`config.mk`:
```
export PLATFORM = sky130hd
export DESIGN_NAME = multi_edge_counter
export DESIGN_NICKNAME = d
export VERILOG_FILES = /design/src/rtl/multi_edge_counter_pkg.sv /design/src/rtl/multi_edge_counter_edge_ch.sv /design/src/rtl/multi_edge_counter.sv
export SDC_FILE = /design/constraint.sdc
export NUM_CORES = 1
export LEC_CHECK = 0
export BUFFER_PORTS_ARGS = -buffer_cell sky130_fd_sc_hd__clkbuf_2
export CELL_PAD_IN_SITES_DETAIL_PLACEMENT = 2
export CELL_PAD_IN_SITES_GLOBAL_PLACEMENT = 2
export CORE_MARGIN = 2
export CORE_UTILIZATION = 37
export CTS_BUF_LIST = sky130_fd_sc_hd__clkbuf_8
export DETAILED_ROUTE_END_ITERATION = 16
export HOLD_SLACK_MARGIN = 0.06
export PLACE_DENSITY_LB_ADDON = 0.12
export SYNTH_ARGS = -nofsm -noshare
export SYNTH_HDL_FRONTEND = slang
export SYNTH_HIERARCHICAL = 1
export SYNTH_SLANG_ARGS = --single-unit
```
`constraint.sdc`:
```
create_clock -name clk25 -period 1.9 [get_ports clk25]
set_clock_uncertainty 0.1 [all_clocks]
set_input_delay 0.095 -clock clk25 [delete_from_list [all_inputs] [get_ports clk25]]
set_output_delay 0.095 -clock clk25 [all_outputs]
set_load 0.01 [all_outputs]
```
`src/rtl/multi_edge_counter_pkg.sv`:
```
// multi_edge_counter_pkg
// Shared definitions for the multi-channel edge counter:
//   - edge_mode encodings
//   - legal parameter ranges
//   - byte extraction helper used by the output mux
package multi_edge_counter_pkg;

    typedef enum logic [1:0] {
        EM_BOTH  = 2'b00,   // count rising and falling edges
        EM_RISE  = 2'b01,   // count rising edges only
        EM_FALL  = 2'b10,   // count falling edges only
        EM_LEVEL = 2'b11    // count clock cycles while the input is high
    } edge_mode_e;

    localparam int NCH_MIN  = 1;
    localparam int NCH_MAX  = 8;
    localparam int CW_MIN   = 8;
    localparam int CW_MAX   = 32;
    localparam int SYNC_MIN = 2;
    localparam int SYNC_MAX = 3;

    // Width of the zero-extended word the output mux slices bytes from.
    localparam int WORD_W   = 32;

    // Pick one byte of a 32-bit word; sel = 0 is bits 7:0.
    function automatic logic [7:0] byte_of(input logic [WORD_W-1:0] word,
                                           input logic [1:0]        sel);
        logic [7:0] b;
        case (sel)
            2'd0:    b = word[7:0];
            2'd1:    b = word[15:8];
            2'd2:    b = word[23:16];
            2'd3:    b = word[31:24];
            default: b = 8'h00;
        endcase
        return b;
    endfunction

endpackage

```
`src/rtl/multi_edge_counter_edge_ch.sv`:
```
// edge_ch
// One counting channel: input synchronizer, delay flop, edge/level detect,
// saturating-or-wrapping counter, sticky overflow flag and snapshot register.
// Ports:
//   clk25      in   clock, rising edge
//   rst        in   synchronous active-high reset (counter, snapshot, ovf)
//   sig        in   asynchronous signal to count
//   edge_mode  in   2-bit event selection (see edge_mode_e)
//   pause      in   1 = hold the counter
//   sat_en     in   1 = saturate at all-ones, 0 = wrap to zero
//   snap_pulse in   single-cycle capture strobe for the snapshot
//   count      out  live counter value
//   snapshot   out  last captured counter value
//   ovf        out  sticky overflow flag
module edge_ch
    import multi_edge_counter_pkg::*;
#(
    parameter int CW          = 24,
    parameter int SYNC_STAGES = 2
) (
    input  logic          clk25,
    input  logic          rst,
    input  logic          sig,
    input  logic [1:0]    edge_mode,
    input  logic          pause,
    input  logic          sat_en,
    input  logic          snap_pulse,
    output logic [CW-1:0] count,
    output logic [CW-1:0] snapshot,
    output logic          ovf
);

    localparam logic [CW-1:0] CNT_MAX = {CW{1'b1}};
    localparam logic [CW-1:0] CNT_ONE = {{(CW-1){1'b0}}, 1'b1};

    logic [SYNC_STAGES-1:0] sync_r;
    logic                   delay_r;
    logic                   sync_last_s;
    logic                   event_s;
    logic [CW-1:0]          count_r;
    logic [CW-1:0]          count_nxt_s;
    logic [CW-1:0]          snapshot_r;
    logic                   ovf_r;
    logic                   ovf_nxt_s;

    assign sync_last_s = sync_r[SYNC_STAGES-1];

    // Synchronizer chain and delay flop; deliberately not reset so the chain
    // already holds the live input level when reset is released.
    always_ff @(posedge clk25) begin
        sync_r  <= {sync_r[SYNC_STAGES-2:0], sig};
        delay_r <= sync_last_s;
    end

    // Event detect: compare the synchronized level with its one-cycle-old copy.
    always_comb begin
        event_s = 1'b0;
        case (edge_mode)
            EM_BOTH:  event_s = sync_last_s ^ delay_r;
            EM_RISE:  event_s = sync_last_s & ~delay_r;
            EM_FALL:  event_s = ~sync_last_s & delay_r;
            EM_LEVEL: event_s = sync_last_s;
            default:  event_s = 1'b0;
        endcase
    end

    // Next counter / overflow value; an increment at all-ones always flags ovf.
    always_comb begin
        count_nxt_s = count_r;
        ovf_nxt_s   = ovf_r;
        if (!pause && event_s) begin
            if (count_r == CNT_MAX) begin
                count_nxt_s = sat_en ? CNT_MAX : {CW{1'b0}};
                ovf_nxt_s   = 1'b1;
            end else begin
                count_nxt_s = count_r + CNT_ONE;
            end
        end else begin
            count_nxt_s = count_r;
        end
    end

    // Counter, sticky overflow and snapshot; the snapshot takes the value the
    // counter held before any increment happening in the same cycle.
    always_ff @(posedge clk25) begin
        if (rst) begin
            count_r    <= {CW{1'b0}};
            snapshot_r <= {CW{1'b0}};
            ovf_r      <= 1'b0;
        end else begin
            count_r    <= count_nxt_s;
            ovf_r      <= ovf_nxt_s;
            snapshot_r <= snap_pulse ? count_r : snapshot_r;
        end
    end

    assign count    = count_r;
    assign snapshot = snapshot_r;
    assign ovf      = ovf_r;

endmodule

```
`src/rtl/multi_edge_counter.sv`:
```
// multi_edge_counter
// NCH independent edge/level counters with a common snapshot strobe and a
// byte-wide read-back mux.
// Ports:
//   clk25      in   clock, rising edge
//   rst        in   synchronous active-high reset
//   sig_in     in   NCH asynchronous signals to count
//   edge_mode  in   00 both edges, 01 rising, 10 falling, 11 high-level cycles
//   pause      in   1 = freeze all counters
//   sat_en     in   1 = saturate at max, 0 = wrap
//   snap       in   rising edge captures all counters into snapshots
//   src_live   in   1 = read live counters, 0 = read snapshots
//   ch_sel     in   channel select
//   byte_sel   in   byte select, 0 = bits 7:0
//   out_byte   out  selected byte (combinational from registers)
//   ovf        out  sticky per-channel overflow flags
module multi_edge_counter
    import multi_edge_counter_pkg::*;
#(
    parameter int NCH         = 4,
    parameter int CW          = 24,
    parameter int SYNC_STAGES = 2
) (
    input  logic                                   clk25,
    input  logic                                   rst,
    input  logic [NCH-1:0]                         sig_in,
    input  logic [1:0]                             edge_mode,
    input  logic                                   pause,
    input  logic                                   sat_en,
    input  logic                                   snap,
    input  logic                                   src_live,
    input  logic [((NCH > 1) ? $clog2(NCH) : 1)-1:0] ch_sel,
    input  logic [1:0]                             byte_sel,
    output logic [7:0]                             out_byte,
    output logic [NCH-1:0]                         ovf
);

    localparam int CSW  = (NCH > 1) ? $clog2(NCH) : 1;
    // Every ch_sel code gets a mux entry; codes beyond NCH read zero.
    localparam int NSEL = 1 << CSW;

    if (NCH < NCH_MIN || NCH > NCH_MAX) begin : g_bad_nch
        $error("multi_edge_counter: NCH out of range");
    end
    if (CW < CW_MIN || CW > CW_MAX) begin : g_bad_cw
        $error("multi_edge_counter: CW out of range");
    end
    if (SYNC_STAGES < SYNC_MIN || SYNC_STAGES > SYNC_MAX) begin : g_bad_sync
        $error("multi_edge_counter: SYNC_STAGES out of range");
    end

    logic                snap_prev_r;
    logic                snap_pulse_s;
    logic [CW-1:0]       count_s    [NCH];
    logic [CW-1:0]       snapshot_s [NCH];
    logic [WORD_W-1:0]   word_s     [NSEL];

    assign snap_pulse_s = snap & ~snap_prev_r;

    // Previous snap level for rising-edge detection of the snapshot strobe.
    always_ff @(posedge clk25) begin
        if (rst) begin
            snap_prev_r <= 1'b0;
        end else begin
            snap_prev_r <= snap;
        end
    end

    for (genvar i = 0; i < NCH; i++) begin : g_ch
        edge_ch #(
            .CW          (CW),
            .SYNC_STAGES (SYNC_STAGES)
        ) u_ch (
            .clk25      (clk25),
            .rst        (rst),
            .sig        (sig_in[i]),
            .edge_mode  (edge_mode),
            .pause      (pause),
            .sat_en     (sat_en),
            .snap_pulse (snap_pulse_s),
            .count      (count_s[i]),
            .snapshot   (snapshot_s[i]),
            .ovf        (ovf[i])
        );
    end

    // Zero-extend each channel's selected source; bits above CW-1 read 0.
    for (genvar j = 0; j < NSEL; j++) begin : g_word
        if (j < NCH) begin : g_real
            assign word_s[j] = WORD_W'(src_live ? count_s[j] : snapshot_s[j]);
        end else begin : g_pad
            assign word_s[j] = {WORD_W{1'b0}};
        end
    end

    assign out_byte = byte_of(word_s[ch_sel], byte_sel);

endmodule

```
==> impl_metrics.toml, run 1 <==
[synthesis]
seq_area_frac_synth = 0.370
synth_cell_types = 53
yosysTopAreaCell = "dfxtp_1"
avgSynthCellArea_um2 = 9.03
syn_inst = 1254
ys_warn_count = 6
synth-seq-cells = 209
ys.flop_type = "dfxtp_1"
synthTopCellsByArea = "dfxtp_1 (37%), mux2i_1 (12%), nor2_1 (5.5%)"
synthesis.area_um2 = 11300
synth_enable_flop_cells = 0
synth.top_cell.area_share = 0.370
synth_nets = 1282
async_reset_ff_frac = 0

[clocking]
cts_root_buf = "clkbuf_8"
clock_path_buffers = 3
htree_levels = 2
clkSinkCount = 209
cts_buffers = 42

[run_status]
status = "aborted with a tool error"
error_line = "[ERROR DPL-0033] detailed placement checks failed during check placement."
haltStage = "global routing (5_1_grt)"

[global_routing]
antenna_found_initial = 1
grt_start_max_net_pins = 70

[floorplan]
num_rows = 64
start_util = 0.373
die_h_um = 179
die_w_um = 179
io_pins = 28

[sta]
postGrtWorstEndpoint = "out_byte[3]"
worst_endpoint_kind = "top-level output"

[placement]
gp_congestion = 0.851
dp.final_hpwl_um = 33900
io_buffers = 27
placed_area_um2 = 13600
==> what timing repair did <==
action / in CTS
setup endpoints to repair: 87
resized for setup: 251
gates cloned: 6
hold buffers: 8
pin swaps: 92
setup buffers: 53
hold endpoints to repair: 42
==> metrics by stage <==
| stage | hold WS, ns | std cells | setup WS [ns] |
|---|---|---|---|
| 2_1_floorplan | 0.0227 | 1254 | 0.0438 |
| 3_3_place_gp | 0.0987 | 1843 | -0.0844 |
| 3_5_place_dp | 0.100 | 1843 | -0.272 |
| 4_1_cts | 0.0624 | 1981 | -0.502 |
==> cell usage after synthesis (5+ instances only) <==
master	count
a211oi_1	24
a21oi_1	66
a221oi_1	8
a22oi_1	25
a311oi_1	12
a31oi_1	16
and2_1	6
and3_1	12
and4_1	28
buf_1	13
buf_2	32
buf_4	6
buf_6	8
clkbuf_1	27
dfxtp_1	209
ha_1	12
inv_1	20
mux2_2	5
mux2i_1	140
mux4_1	7
mux4_2	20
nand2_1	48
nand2b_1	18
nand3_1	57
nand3b_1	8
nand4_1	22
nand4_2	8
nor2_1	167
nor2b_1	13
nor3_1	64
nor4_1	16
o211ai_1	9
o21ai_1	56
o2bb2a_1	8
o32ai_1	8
==> cells by family after synthesis <==
logic type / after synthesis / share of synthesized area
AO/OA/AOI/OAI: 256 / 0.150
XOR/XNOR: 4 / 0.00309
multiplexers: 173 / 0.186
flip-flops: 209 / 0.370
buffers and inverters: 108 / 0.0495
AND/OR/NAND/NOR: 492 / 0.228
adder cells (fa/ha/maj): 12 / 0.0133
==> inputs of run 2 (changes only) <==
CELL_PAD_IN_SITES_DETAIL_PLACEMENT = not set   (was 2)
CELL_PAD_IN_SITES_GLOBAL_PLACEMENT = not set   (was 2)
CORE_UTILIZATION = 25   (was 37)
CTS_BUF_LIST = not set   (was sky130_fd_sc_hd__clkbuf_8)
HOLD_SLACK_MARGIN = not set   (was 0.06)
PLACE_DENSITY_LB_ADDON = 0.15   (was 0.12)
clock period = 2.5 ns   (was 1.9 ns; I/O delays follow)
==> run 2 against run 1 <==
Effect of this change: the flow now finishes without violations; synthesized cell count unchanged; synthesized area is the same.
==> impl_metrics.toml, run 2 <==
[run_status]
status = "finished, final reports clean"

[placement]
placedCellCount = 1908
dp.final_hpwl_um = 27200
io_buffers = 27
pre_cts_ws_ns = 0.284
placed_area_um2 = 12800
gp_congestion = 0.871

[power_and_ir_drop]
p_total_mw = 7.93
power.density_nw_per_um2 = 575
worst_ir_drop_vdd_mv = 0.462
leakagePower_nw = 5.00

[clocking]
cts_root_buf = "clkbuf_16"
clkSinkCount = 209
cts_buffers = 27
clk_latency_ns = 0.55
htree_levels = 1
clock_path_buffers = 3
path_clk_slew_ns = 0.06
cts_tree = "done"

[critical_path]
required_ns = 2.28
path_class = "reg2out"
cp.arrival_ns = 2.20
path_max_fanout = 4
critical-path-slowest-cell = "mux4_2"
slowest_delay_ns = 0.50
critPathLaunchType = "register"
cpLargestDelayFamily = "multiplexers"
cp-end-kind = "output pin"
critPathBufInv = 2
worstPathCellList = "buf_4 -> mux4_2 -> o311a_1 -> a22oi_2 -> o211ai_1 -> buf_2"

[sta]
finalSetupViolations = 0
setup_ws_ns = 0.0753
finalCritPeriodShare = 0.970
worst_pin_slew_ns = 0.679
fmax_ghz = 0.412
finalCriticalPeriod_ns = 2.42
finalMaxSlewViolations = 0
relSlewSlack = 0.548
finalHoldViolCount = 0

[synthesis]
seq_area_frac_synth = 0.370
avgSynthCellArea_um2 = 9.03
ys.flop_type = "dfxtp_1"
synth-seq-cells = 209
synthTopCellsByArea = "dfxtp_1 (37%), mux2i_1 (12%), nor2_1 (5.5%)"
syn_inst = 1254
synth.top_cell.area_share = 0.370
async_reset_ff_frac = 0
synth_nets = 1282
yosysMostFrequentCell = "dfxtp_1"
ys_warn_count = 6
yosys-top-cells-count = "dfxtp_1 (209), nor2_1 (167), mux2i_1 (140)"
synth_enable_flop_cells = 0
yosysTopAreaCell = "dfxtp_1"
synth_cell_types = 53
synthesis.area_um2 = 11300

[routing]
firstDrtPassIters = 5
drc = 0
drtAntennaViolNets = 0
routed_via_density = 5.09
wire_per_inst_um = 19.1
drt_iter0_drc = 728
num_vias = 10000
wl_um = 37600

[floorplan]
die_w_um = 217
dieArea_um2 = 47000
io_pins = 28
die_h_um = 217
coreArea_um2 = 44500
num_rows = 77
start_util = 0.254

[global_routing]
grt_usage = 0.159
grt_pass1_vias = 9716
grt_overflow = 0
grt_start_max_net_pins = 74
grt_pass1_wl_um = 58700
antenna_found_initial = 1

[layout]
drive_above_1_share = 0.194
fin_area_um2 = 13800
nets = 1383
layout_common_cells = "dfxtp_1 (206), nor2_1 (167), mux2i_1 (140)"
fin_cells = 1967
fillers = 4735
final_common_cell = "dfxtp_1"
fin_util = 0.310
syn2layout_area_growth_pct = 21.8

[min_path]
hp-class = "in2reg"

[run]
cap_violations = 0
run 2: cell counts after synthesis:
Identical to the previous run, type by type.
run 2: kinds of logic (layout without fill, tap and decap cells):
kind of cell / count (synthesis) / after routing / synth area share
fa+ha+maj: 12 / 12 / 0.0133
buf+inv: 108 / 228 / 0.0495
compound gates: 256 / 256 / 0.150
flops: 209 / 209 / 0.370
mux: 173 / 173 / 0.186
other cells: 0 / 1 / 0
xor+xnor: 4 / 4 / 0.00309
simple gates: 492 / 492 / 0.228
run 2: report_power, final:
part	internal (mW)	switching [mW]	total [mW]
registers	3.36	0.0167	3.37
logic	0.236	0.390	0.626
clock network	2.38	1.55	3.92
total	5.97	1.95	7.93
run 2: per-stage QoR:
step | setup TNS, ns | hold WS [ns]
after global routing | -0.000571 | 0.123
after detailed placement | 0 | 0.131
after CTS | 0 | 0.0937
final | 0 | 0.120
after floorplan | 0 | 0.0527
after global placement | 0 | 0.128
run 2: worst paths after layout:
check	start	to	slack, ns	depth (start not counted)
setup / recovery	g_ch[3].u_ch/count[3]	out_byte[3]	0.08	6
hold / removal	sig_in[3]	g_ch[3].u_ch/sync_r[0]	0.12	2
setup reg to reg	g_ch[2].u_ch/count[1]	g_ch[2].u_ch/count[20]	0.27	8
hold reg to reg	g_ch[0].u_ch/sync_r[0]	g_ch[0].u_ch/sync_r[1]	0.23	0
run 2: routing by layer:
metal,wire [um],track usage
met4,878,0.0379
met5,13,0
met1,18100,0.224
met3,1620,0.0264
met2,16900,0.253
run 2: area by class of cell:
type                    count  area (um^2)  share of cell area
clock buffers              37          743              0.0539
repair buffers            160         1260              0.0913
inverters                  20         75.1             0.00544
well taps                 592          741              0.0537
clock inverters            11          136             0.00989
multi-input cells         937         6650               0.482
flip-flops and latches    209         4190               0.304
diodes                      1         2.50            0.000181
run 2: what timing repair did:
action	in CTS	in global routing
endpoints found under the setup margin	5	6
endpoints found under the hold margin	38	0
hold buffers	7	0
setup buffers	0	3
gates resized for setup	7	10
pin swaps	0	1
cloned	0	0
Power figures use the tool's default switching activity.
